--- config.mk ---
export PLATFORM = sky130hd
export DESIGN_NAME = pipeline_hazard_ctrl_flat
export DESIGN_NICKNAME = d
export VERILOG_FILES = /design/src/rtl/pipeline_hazard_ctrl_pkg.sv /design/src/rtl/pipeline_hazard_ctrl_if.sv /design/src/rtl/pipeline_hazard_ctrl_hazard_detect.sv /design/src/rtl/pipeline_hazard_ctrl.sv /design/src/flat_wrapper.sv
export SDC_FILE = /design/constraint.sdc
export NUM_CORES = 1
export LEC_CHECK = 0
export CAP_MARGIN = 5
export CORE_MARGIN = 2
export CORE_UTILIZATION = 46
export DETAILED_ROUTE_END_ITERATION = 8
export GPL_TIMING_DRIVEN = 0
export PLACE_DENSITY = 0.94
export SLEW_MARGIN = 10
export SYNTH_ARGS = -nofsm -noshare
export SYNTH_HDL_FRONTEND = slang
export SYNTH_SLANG_ARGS = --single-unit
--- constraint.sdc ---
create_clock -name clk -period 6.1 [get_ports clk]
set_input_delay 1.83 -clock clk [delete_from_list [all_inputs] [get_ports clk]]
set_output_delay 1.83 -clock clk [all_outputs]
set_load 0.01 [all_outputs]
--- src/rtl/pipeline_hazard_ctrl_pkg.sv ---
// ============================================================================
// Module  : pipeline_pkg
// Brief   : Shared types and constants for the pipeline hazard controller.
// Revision: 1.0
// ============================================================================
`default_nettype none

package pipeline_pkg;

    typedef enum logic [1:0] {
        RUN      = 2'd0,
        MEM_WAIT = 2'd1,
        HALT     = 2'd2
    } state_e;

    localparam logic [4:0] REG_ZERO            = 5'd0;
    localparam int         MEM_TIMEOUT_DEFAULT = 16;

endpackage

`default_nettype wire

--- src/rtl/pipeline_hazard_ctrl_if.sv ---
// ============================================================================
// Module  : pipeline_hazard_ctrl_if
// Brief   : Pipeline-side hazard inputs and stage-register controls.
//           Performance outputs exist only with HAZARD_PERF_CNT_EN.
// Revision: 1.0
// ============================================================================
`default_nettype none

interface pipeline_hazard_ctrl_if
`ifdef HAZARD_PERF_CNT_EN
    #(parameter int CNT_W = 8)
`endif
;
    logic [4:0] rs_ID;
    logic [4:0] rt_ID;
    logic [4:0] rt_EX;
    logic       MemRead_EX;
    logic       Branch_MEM;
    logic       zeroALU_MEM;
    logic       mem_req_MEM;
    logic       mem_ready;

    logic       PC_write;
    logic       PCSrc;
    logic       IF_ID_write;
    logic       IF_ID_flush;
    logic       ID_EX_flush;
    logic       EX_MEM_write;
    logic       EX_MEM_flush;
    logic       MEM_WB_bubble;
    logic       mem_error;

`ifdef HAZARD_PERF_CNT_EN
    logic [31:0]      stall_cycles;
    logic [15:0]      flush_events;
    logic [CNT_W-1:0] max_wait;
`endif

    modport master (
        output rs_ID, rt_ID, rt_EX, MemRead_EX, Branch_MEM, zeroALU_MEM,
               mem_req_MEM, mem_ready,
        input  PC_write, PCSrc, IF_ID_write, IF_ID_flush, ID_EX_flush,
               EX_MEM_write, EX_MEM_flush, MEM_WB_bubble, mem_error
`ifdef HAZARD_PERF_CNT_EN
        , input stall_cycles, flush_events, max_wait
`endif
    );

    modport slave (
        input  rs_ID, rt_ID, rt_EX, MemRead_EX, Branch_MEM, zeroALU_MEM,
               mem_req_MEM, mem_ready,
        output PC_write, PCSrc, IF_ID_write, IF_ID_flush, ID_EX_flush,
               EX_MEM_write, EX_MEM_flush, MEM_WB_bubble, mem_error
`ifdef HAZARD_PERF_CNT_EN
        , output stall_cycles, flush_events, max_wait
`endif
    );

endinterface

`default_nettype wire

--- src/rtl/pipeline_hazard_ctrl_hazard_detect.sv ---
// ============================================================================
// Module  : hazard_detect
// Brief   : Combinational load-use compare between the EX load and ID sources.
// Revision: 1.0
// ============================================================================
`default_nettype none

module hazard_detect
    import pipeline_pkg::*;
(
    input  wire logic       i_mem_read_ex,
    input  wire logic [4:0] i_rt_ex,
    input  wire logic [4:0] i_rs_id,
    input  wire logic [4:0] i_rt_id,
    output logic            o_load_use
);

    // A load into $0 never produces a value, so it cannot cause a hazard.
    assign o_load_use = i_mem_read_ex && (i_rt_ex != REG_ZERO) &&
                        ((i_rt_ex == i_rs_id) || (i_rt_ex == i_rt_id));

endmodule

`default_nettype wire

--- src/rtl/pipeline_hazard_ctrl.sv ---
// ============================================================================
// Module  : pipeline_hazard_ctrl
// Brief   : Stall/flush sequencer for the 5-stage pipeline with MEM watchdog.
//           Optional counters enabled by HAZARD_PERF_CNT_EN.
// Revision: 1.0
// ============================================================================
`default_nettype none

module pipeline_hazard_ctrl
    import pipeline_pkg::*;
#(
    parameter int MEM_TIMEOUT = MEM_TIMEOUT_DEFAULT,
    parameter int CNT_W       = 8
) (
    input  wire logic              clk,
    input  wire logic              reset,
    pipeline_hazard_ctrl_if.slave  bus
);

    localparam logic [CNT_W-1:0] C_TIMEOUT = CNT_W'(MEM_TIMEOUT);

    state_e           r_state;
    state_e           w_state_nxt;
    logic [CNT_W-1:0] r_cnt;
    logic [CNT_W-1:0] w_cnt_nxt;
    logic             r_err;
    logic             w_freeze;
    logic             w_load_use;
    logic             w_branch;

    hazard_detect u_hazard_detect (
        .i_mem_read_ex (bus.MemRead_EX),
        .i_rt_ex       (bus.rt_EX),
        .i_rs_id       (bus.rs_ID),
        .i_rt_id       (bus.rt_ID),
        .o_load_use    (w_load_use)
    );

    assign w_branch = bus.Branch_MEM & bus.zeroALU_MEM;

    always_ff @(posedge clk or posedge reset) begin
        if (reset) begin
            r_state <= RUN;
            r_cnt   <= '0;
            r_err   <= 1'b0;
        end else begin
            r_state <= w_state_nxt;
            r_cnt   <= w_cnt_nxt;
            if (w_state_nxt == HALT) begin
                r_err <= 1'b1;
            end
        end
    end

    always_comb begin
        w_state_nxt = r_state;
        w_cnt_nxt   = r_cnt;
        w_freeze    = 1'b0;
        case (r_state)
            RUN: begin
                if (bus.mem_req_MEM && !bus.mem_ready) begin
                    w_freeze    = 1'b1;
                    w_state_nxt = MEM_WAIT;
                    w_cnt_nxt   = CNT_W'(1);
                end
            end
            MEM_WAIT: begin
                // A ready arriving on the timeout cycle still completes the access.
                if (bus.mem_ready) begin
                    w_state_nxt = RUN;
                    w_cnt_nxt   = '0;
                end else if (r_cnt == C_TIMEOUT) begin
                    w_freeze    = 1'b1;
                    w_state_nxt = HALT;
                end else begin
                    w_freeze    = 1'b1;
                    w_cnt_nxt   = r_cnt + CNT_W'(1);
                end
            end
            HALT: begin
                w_state_nxt = HALT;
            end
            default: begin
                w_state_nxt = RUN;
                w_cnt_nxt   = '0;
            end
        endcase
    end

    always_comb begin
        bus.PC_write      = 1'b1;
        bus.PCSrc         = 1'b0;
        bus.IF_ID_write   = 1'b1;
        bus.IF_ID_flush   = 1'b0;
        bus.ID_EX_flush   = 1'b0;
        bus.EX_MEM_write  = 1'b1;
        bus.EX_MEM_flush  = 1'b0;
        bus.MEM_WB_bubble = 1'b0;
        if ((r_state == HALT) || w_freeze) begin
            bus.PC_write      = 1'b0;
            bus.IF_ID_write   = 1'b0;
            bus.EX_MEM_write  = 1'b0;
            bus.MEM_WB_bubble = 1'b1;
        end else if ((r_state == RUN) && w_branch) begin
            bus.PCSrc        = 1'b1;
            bus.IF_ID_flush  = 1'b1;
            bus.ID_EX_flush  = 1'b1;
            bus.EX_MEM_flush = 1'b1;
        end else if (w_load_use) begin
            bus.PC_write    = 1'b0;
            bus.IF_ID_write = 1'b0;
            bus.ID_EX_flush = 1'b1;
        end
    end

    assign bus.mem_error = r_err;

`ifdef HAZARD_PERF_CNT_EN
    logic [31:0]      r_stall_cycles;
    logic [15:0]      r_flush_events;
    logic [CNT_W-1:0] r_max_wait;

    // Freeze and load-use are the only non-halted cycles that hold the PC.
    always_ff @(posedge clk or posedge reset) begin
        if (reset) begin
            r_stall_cycles <= '0;
            r_flush_events <= '0;
            r_max_wait     <= '0;
        end else begin
            if ((r_state != HALT) && !bus.PC_write && (r_stall_cycles != '1)) begin
                r_stall_cycles <= r_stall_cycles + 32'd1;
            end
            if (bus.PCSrc && (r_flush_events != '1)) begin
                r_flush_events <= r_flush_events + 16'd1;
            end
            if ((r_state == MEM_WAIT) && bus.mem_ready && (r_cnt > r_max_wait)) begin
                r_max_wait <= r_cnt;
            end
        end
    end

    assign bus.stall_cycles = r_stall_cycles;
    assign bus.flush_events = r_flush_events;
    assign bus.max_wait     = r_max_wait;
`endif

endmodule

`default_nettype wire

--- src/flat_wrapper.sv ---
// flat-port wrapper written by rule: the top's interface ports become plain ports
module pipeline_hazard_ctrl_flat import pipeline_pkg::*;
#(
    parameter int MEM_TIMEOUT = MEM_TIMEOUT_DEFAULT,
    parameter int CNT_W       = 8
)
  (clk, reset, bus_rs_ID, bus_rt_ID, bus_rt_EX, bus_MemRead_EX, bus_Branch_MEM, bus_zeroALU_MEM, bus_mem_req_MEM, bus_mem_ready, bus_PC_write, bus_PCSrc, bus_IF_ID_write, bus_IF_ID_flush, bus_ID_EX_flush, bus_EX_MEM_write, bus_EX_MEM_flush, bus_MEM_WB_bubble, bus_mem_error);
  pipeline_hazard_ctrl_if bus_i ();
  input  wire logic clk;
  input  wire logic reset;
  input wire logic [$bits(bus_i.rs_ID)-1:0] bus_rs_ID;
  input wire logic [$bits(bus_i.rt_ID)-1:0] bus_rt_ID;
  input wire logic [$bits(bus_i.rt_EX)-1:0] bus_rt_EX;
  input wire logic [$bits(bus_i.MemRead_EX)-1:0] bus_MemRead_EX;
  input wire logic [$bits(bus_i.Branch_MEM)-1:0] bus_Branch_MEM;
  input wire logic [$bits(bus_i.zeroALU_MEM)-1:0] bus_zeroALU_MEM;
  input wire logic [$bits(bus_i.mem_req_MEM)-1:0] bus_mem_req_MEM;
  input wire logic [$bits(bus_i.mem_ready)-1:0] bus_mem_ready;
  output wire logic [$bits(bus_i.PC_write)-1:0] bus_PC_write;
  output wire logic [$bits(bus_i.PCSrc)-1:0] bus_PCSrc;
  output wire logic [$bits(bus_i.IF_ID_write)-1:0] bus_IF_ID_write;
  output wire logic [$bits(bus_i.IF_ID_flush)-1:0] bus_IF_ID_flush;
  output wire logic [$bits(bus_i.ID_EX_flush)-1:0] bus_ID_EX_flush;
  output wire logic [$bits(bus_i.EX_MEM_write)-1:0] bus_EX_MEM_write;
  output wire logic [$bits(bus_i.EX_MEM_flush)-1:0] bus_EX_MEM_flush;
  output wire logic [$bits(bus_i.MEM_WB_bubble)-1:0] bus_MEM_WB_bubble;
  output wire logic [$bits(bus_i.mem_error)-1:0] bus_mem_error;
  assign bus_i.rs_ID = bus_rs_ID;
  assign bus_i.rt_ID = bus_rt_ID;
  assign bus_i.rt_EX = bus_rt_EX;
  assign bus_i.MemRead_EX = bus_MemRead_EX;
  assign bus_i.Branch_MEM = bus_Branch_MEM;
  assign bus_i.zeroALU_MEM = bus_zeroALU_MEM;
  assign bus_i.mem_req_MEM = bus_mem_req_MEM;
  assign bus_i.mem_ready = bus_mem_ready;
  assign bus_PC_write = bus_i.PC_write;
  assign bus_PCSrc = bus_i.PCSrc;
  assign bus_IF_ID_write = bus_i.IF_ID_write;
  assign bus_IF_ID_flush = bus_i.IF_ID_flush;
  assign bus_ID_EX_flush = bus_i.ID_EX_flush;
  assign bus_EX_MEM_write = bus_i.EX_MEM_write;
  assign bus_EX_MEM_flush = bus_i.EX_MEM_flush;
  assign bus_MEM_WB_bubble = bus_i.MEM_WB_bubble;
  assign bus_mem_error = bus_i.mem_error;
  pipeline_hazard_ctrl #(.MEM_TIMEOUT(MEM_TIMEOUT), .CNT_W(CNT_W)) u_core (.clk(clk), .reset(reset), .bus(bus_i));
endmodule
==> results.txt <==
----------------------------------------------------
[Setup path]
  Signal arrival time at the worst endpoint ... 3.88 ns
  Worst setup EP type ... output pin
  CP bufs+invs ... 3
  Origin of the critical flop-to-flop path ... u_core.r_cnt[0]
  Slowest cell on crit path ... sky130_fd_sc_hd__or4_1
  Cells along the critical path ... clkdlybuf4s50_1 -> or4_1 -> o21a_1 -> a31oi_1 -> buf_4 -> clkdlybuf4s50_1
  Category of the critical setup timing path ... input pin to output pin
  Number of cells on the worst reg-to-reg path ... 6
  Worst R2R Setup Slack ... between 4 and 5 ns
  Most common cell type on the critical path ... sky130_fd_sc_hd__clkdlybuf4s50_1
  Worst EP required ... ~4.3 ns
  Delay of the slowest critical-path stage ... 0.55 ns
  FF-to-FF End ... u_core.r_cnt[7]
  Cell family contributing the most delay on the critical path ... buffers and inverters
  Category of the worst setup path launch point ... input pin
  Critical Path Fanout Max ... 3

[Min path]
  Hold-critical path depth ... 1
  Startpoint of the most critical hold path ... u_core.bus.mem_error
  Type of the worst min-delay path ... flip-flop to flip-flop
  Destination of the worst hold path ... u_core.bus.mem_error

[Placed design]
  Worst slack at placement ... 0.373 ns
  Total half-perimeter wirelength after legalization and detailed placement ... 1560 um
  I/O Buffers ... 30
  Post-place instance area ... 1130 sq um
  Final Wtd Congestion ... 0.797

[Pwr]
  Power density over the cells ... around 160 nW/um^2
  Maximum resistive drop on vdd ... 0.000118 V
  Combinational share of power ... 29.8%
  Cell internal pwr ... 0.133 mW
  Clk network pwr share ... between 20 and 30%
  Final Total Pwr ... 0.183 mW
  Reported net switching power ... 0.0505 mW
  Share of total power in sequential cells ... 42.5%
  Cell leakage power ... 0.483 nW
  Switching part of the total power ... 27.6%

[Global route]
  Number of antenna violations at the first check in global routing ... 0
  Overall Global Routing Usage ... 19.2%
  Wire length of the first global-routing pass ... 2850 um
  Pin count of the biggest net entering global routing ... 12
  Total global routing overflow ... 0
  Number of global-route vias before repair ... 695

[Synthesis]
  Cell area after synthesis ... 808 sq um
  Number of warning messages in the yosys log ... 0
  Sequential fraction of the synthesis area ... 34.1%
  Cell count after synthesis ... 92
  Mean Syn Cell Area ... 8.79 sq um
  FF+latch count, synth ... 11
  Distinct cell type count of the synthesized netlist ... 37
  Synthesized netlist net count ... ~120

[Routing]
  First DRT Iteration DRCs ... 12
  Total Routed Length ... 1940 um
  Routed wire length per instance ... about 14 um
  Top routing layer in use ... met4
  Total number of vias ... 801
  Post-route DRC violation count ... 0
  Length of routed met2 wiring ... 919 um
  Routed length on met3 ... 259 um
  DR vias/cell ... ~5.6
  Met1 Wirelength ... 725 um
  Antenna violation net count after detailed routing ... 0
  Pre-Repair DR Iteration Count ... 4

[Timing]
  Fin worst setup slack ... 0.389 ns
  Worst hold slack ... 0.479 ns
  Setup Viol. Count Final ... 0
  Slew margin rel. ... 69.1%
  Final Cycle Share ... a little over nine tenths
  Number of hold-slack violations in the final timing report ... 0
  Min Tclk post-route ... 5.71 ns
  Maximum clock rate ... 175 MHz
  Slew at the pin closest to its max-slew limit ... ~0.46 ns
  Setup clock skew after layout ... 0.000916 ns
  Setup repair after global routing missed its margin ... no
  Final max-slew violation count ... 0
  Final TNS setup ... 0 ns

[Layout]
  Layout cells sized above 1 ... approximately a tenth
  Number of fillers in the final layout ... 140
  Syn-to-layout area delta ... 43.0%
  Area of the multi-input gates ... 470 sq um
  Post-route cell area ... 1160 sq um
  Final Net Count ... 151
  Diode count ... 0
  Flip-flop and latch area ... 275 sq um

[Flow run]
  Max_cap viols ... 0

[Die]
  Number of placement rows ... 15
  Area of the die ... between 2000 and 2500 sq um
  Width of the die ... 45.9 um
  Die Y ... 45.9 um
  Placeable core region ... 1690 sq um
  Initial core utilization ... 47.9%
  Number of ports placed on the die boundary ... 31

[Clocking]
  Post-cts repair resize count ... 0
  Hold buffers post-CTS ... 0
  Clock insertion delay at the later pin of the skew report ... 0.27 ns
  Clk Tree Root Cell ... sky130_fd_sc_hd__clkbuf_4
  Clock net sink count ... 11
  CTS tree ... built
  Clock Pin Slew Worst Setup and Hold Paths ... approximately 0.07 ns
  Longest Clk Path Bufs ... 2
  Htree depth ... 1
  Count of buffers added by post-CTS timing repair for setup ... 0
  Num CTS Buffers ... 3

[Outcome]
  Outcome ... finished, final reports clean

----------------------------------------------------
[layout by cell type, fill, tap and decap left out, types with 2 or more instances in the layout]
cell                               n
sky130_fd_sc_hd__buf_4             4
sky130_fd_sc_hd__xnor2_1          11
sky130_fd_sc_hd__clkdlybuf4s50_1  30
sky130_fd_sc_hd__dfrtp_1          11
sky130_fd_sc_hd__a21oi_1           4
sky130_fd_sc_hd__clkbuf_4          3
sky130_fd_sc_hd__o2bb2ai_1         2
sky130_fd_sc_hd__o21ai_0           7
sky130_fd_sc_hd__nand2b_1          2
sky130_fd_sc_hd__inv_1             6
sky130_fd_sc_hd__nand3_1           4
sky130_fd_sc_hd__a31oi_1           2
sky130_fd_sc_hd__nand2_1           8
sky130_fd_sc_hd__nor2_1            2
sky130_fd_sc_hd__ha_1              2
sky130_fd_sc_hd__buf_2             2
sky130_fd_sc_hd__o31ai_1           2
sky130_fd_sc_hd__o21ai_1           2
[per-layer routing]
layer  global-route usage, %  vias up
met5                       0        -
met4                    8.57        0
met3                    7.54        5
met2                    33.1       37
met1                    20.3      364
li1                        -      395
[cell type report]
class | count | share of cell area [%]
multi-input combinational | 69 | 40.7
timing repair buffer | 30 | 26.0
sequential | 11 | 23.8
buffer | 6 | 3.46
clock buffer | 4 | 2.27
inverter | 6 | 1.95
tap | 17 | 1.84
[registers in the layout, indices dropped and copies added (netlist names)]
register              flops
u_core.r_cnt              8
u_core.bus.mem_error      1
u_core.r_state            2
[worst register-to-register path: cells and delay by family (launching register included)]
kind / cells / cell delay, ns
simple gates: 3 / 0.46
flops: 1 / 0.41
fa+ha+maj: 1 / 0.20
compound gates: 1 / 0.38
buf+inv: 1 / 0.08
[synth_stat cells]
cell | number | area share [%]
sky130_fd_sc_hd__o21ai_2 | 1 | 1.1
sky130_fd_sc_hd__or4_1 | 1 | 0.93
sky130_fd_sc_hd__buf_4 | 4 | 3.7
sky130_fd_sc_hd__a31oi_1 | 2 | 1.5
sky130_fd_sc_hd__a21oi_1 | 4 | 2.5
sky130_fd_sc_hd__nand2_1 | 8 | 3.7
sky130_fd_sc_hd__xor2_1 | 1 | 1.1
sky130_fd_sc_hd__inv_1 | 6 | 2.8
sky130_fd_sc_hd__o31ai_1 | 2 | 1.9
sky130_fd_sc_hd__a41o_1 | 1 | 1.2
sky130_fd_sc_hd__and2_1 | 1 | 0.77
sky130_fd_sc_hd__nand3_1 | 4 | 2.5
sky130_fd_sc_hd__and3_1 | 1 | 0.77
sky130_fd_sc_hd__xnor2_1 | 11 | 12
sky130_fd_sc_hd__or2_2 | 1 | 0.77
sky130_fd_sc_hd__a21o_1 | 1 | 0.93
sky130_fd_sc_hd__buf_2 | 2 | 1.2
sky130_fd_sc_hd__a21boi_0 | 1 | 0.93
sky130_fd_sc_hd__dfrtp_1 | 11 | 34
sky130_fd_sc_hd__nand2b_1 | 2 | 1.5
sky130_fd_sc_hd__and4_1 | 1 | 1.1
sky130_fd_sc_hd__o21a_1 | 1 | 0.93
sky130_fd_sc_hd__nor2_1 | 2 | 0.93
sky130_fd_sc_hd__or3b_1 | 1 | 1.1
sky130_fd_sc_hd__nand3_2 | 1 | 1.2
sky130_fd_sc_hd__nand2_2 | 1 | 0.77
sky130_fd_sc_hd__o2bb2ai_1 | 2 | 2.2
sky130_fd_sc_hd__nor3_1 | 1 | 0.62
sky130_fd_sc_hd__ha_1 | 2 | 3.1
sky130_fd_sc_hd__o21ai_1 | 2 | 1.2
sky130_fd_sc_hd__o22ai_1 | 1 | 0.77
sky130_fd_sc_hd__and4bb_1 | 1 | 1.5
sky130_fd_sc_hd__a41oi_1 | 1 | 1.1
sky130_fd_sc_hd__o21ai_0 | 7 | 4.3
sky130_fd_sc_hd__a2bb2oi_1 | 1 | 1.1
sky130_fd_sc_hd__o41ai_1 | 1 | 1.1
sky130_fd_sc_hd__o2111ai_1 | 1 | 1.1
[worst max-delay path by stage]
| stage | startpoint | endpoint | slack [ns] | depth (start not counted) |
|---|---|---|---|---|
| after global routing | bus_rt_EX[0] | bus_PC_write | 0.32 | 6 |
| after floorplan | bus_rt_EX[0] | bus_PC_write | 1.27 | 4 |
| final | bus_rt_EX[0] | bus_PC_write | 0.39 | 6 |
| after CTS | bus_rt_EX[0] | bus_PC_write | 0.38 | 6 |
| after detailed placement | bus_rt_EX[0] | bus_PC_write | 0.37 | 6 |
| after global placement | bus_rt_EX[0] | bus_PC_write | 0.38 | 6 |
[stage by stage]
step,util (%),instances
floorplan,-,92
global placement,66.9,139
detailed placement,66.9,139
CTS,68.4,143
global route,68.4,143
finish,68.4,143
[power by group through the flow]
stage,Sequential (mW),Combinational (mW),Clock (mW)
CTS,0.0779,0.0553,0.0513
finish,0.0779,0.0547,0.0506
global placement,0.0792,0.0530,0
floorplan,0.0786,0.0273,0
global route,0.0782,0.0595,0.0554
detailed placement,0.0793,0.0551,0
[kinds of logic after synthesis]
group           share of synthesized area (%)
compound gates                           23.8
xor+xnor                                 13.0
fa+ha+maj                                3.10
buf+inv                                  7.74
flops                                    34.1
simple gates                             18.3
(Power assumes the default switching activity.)
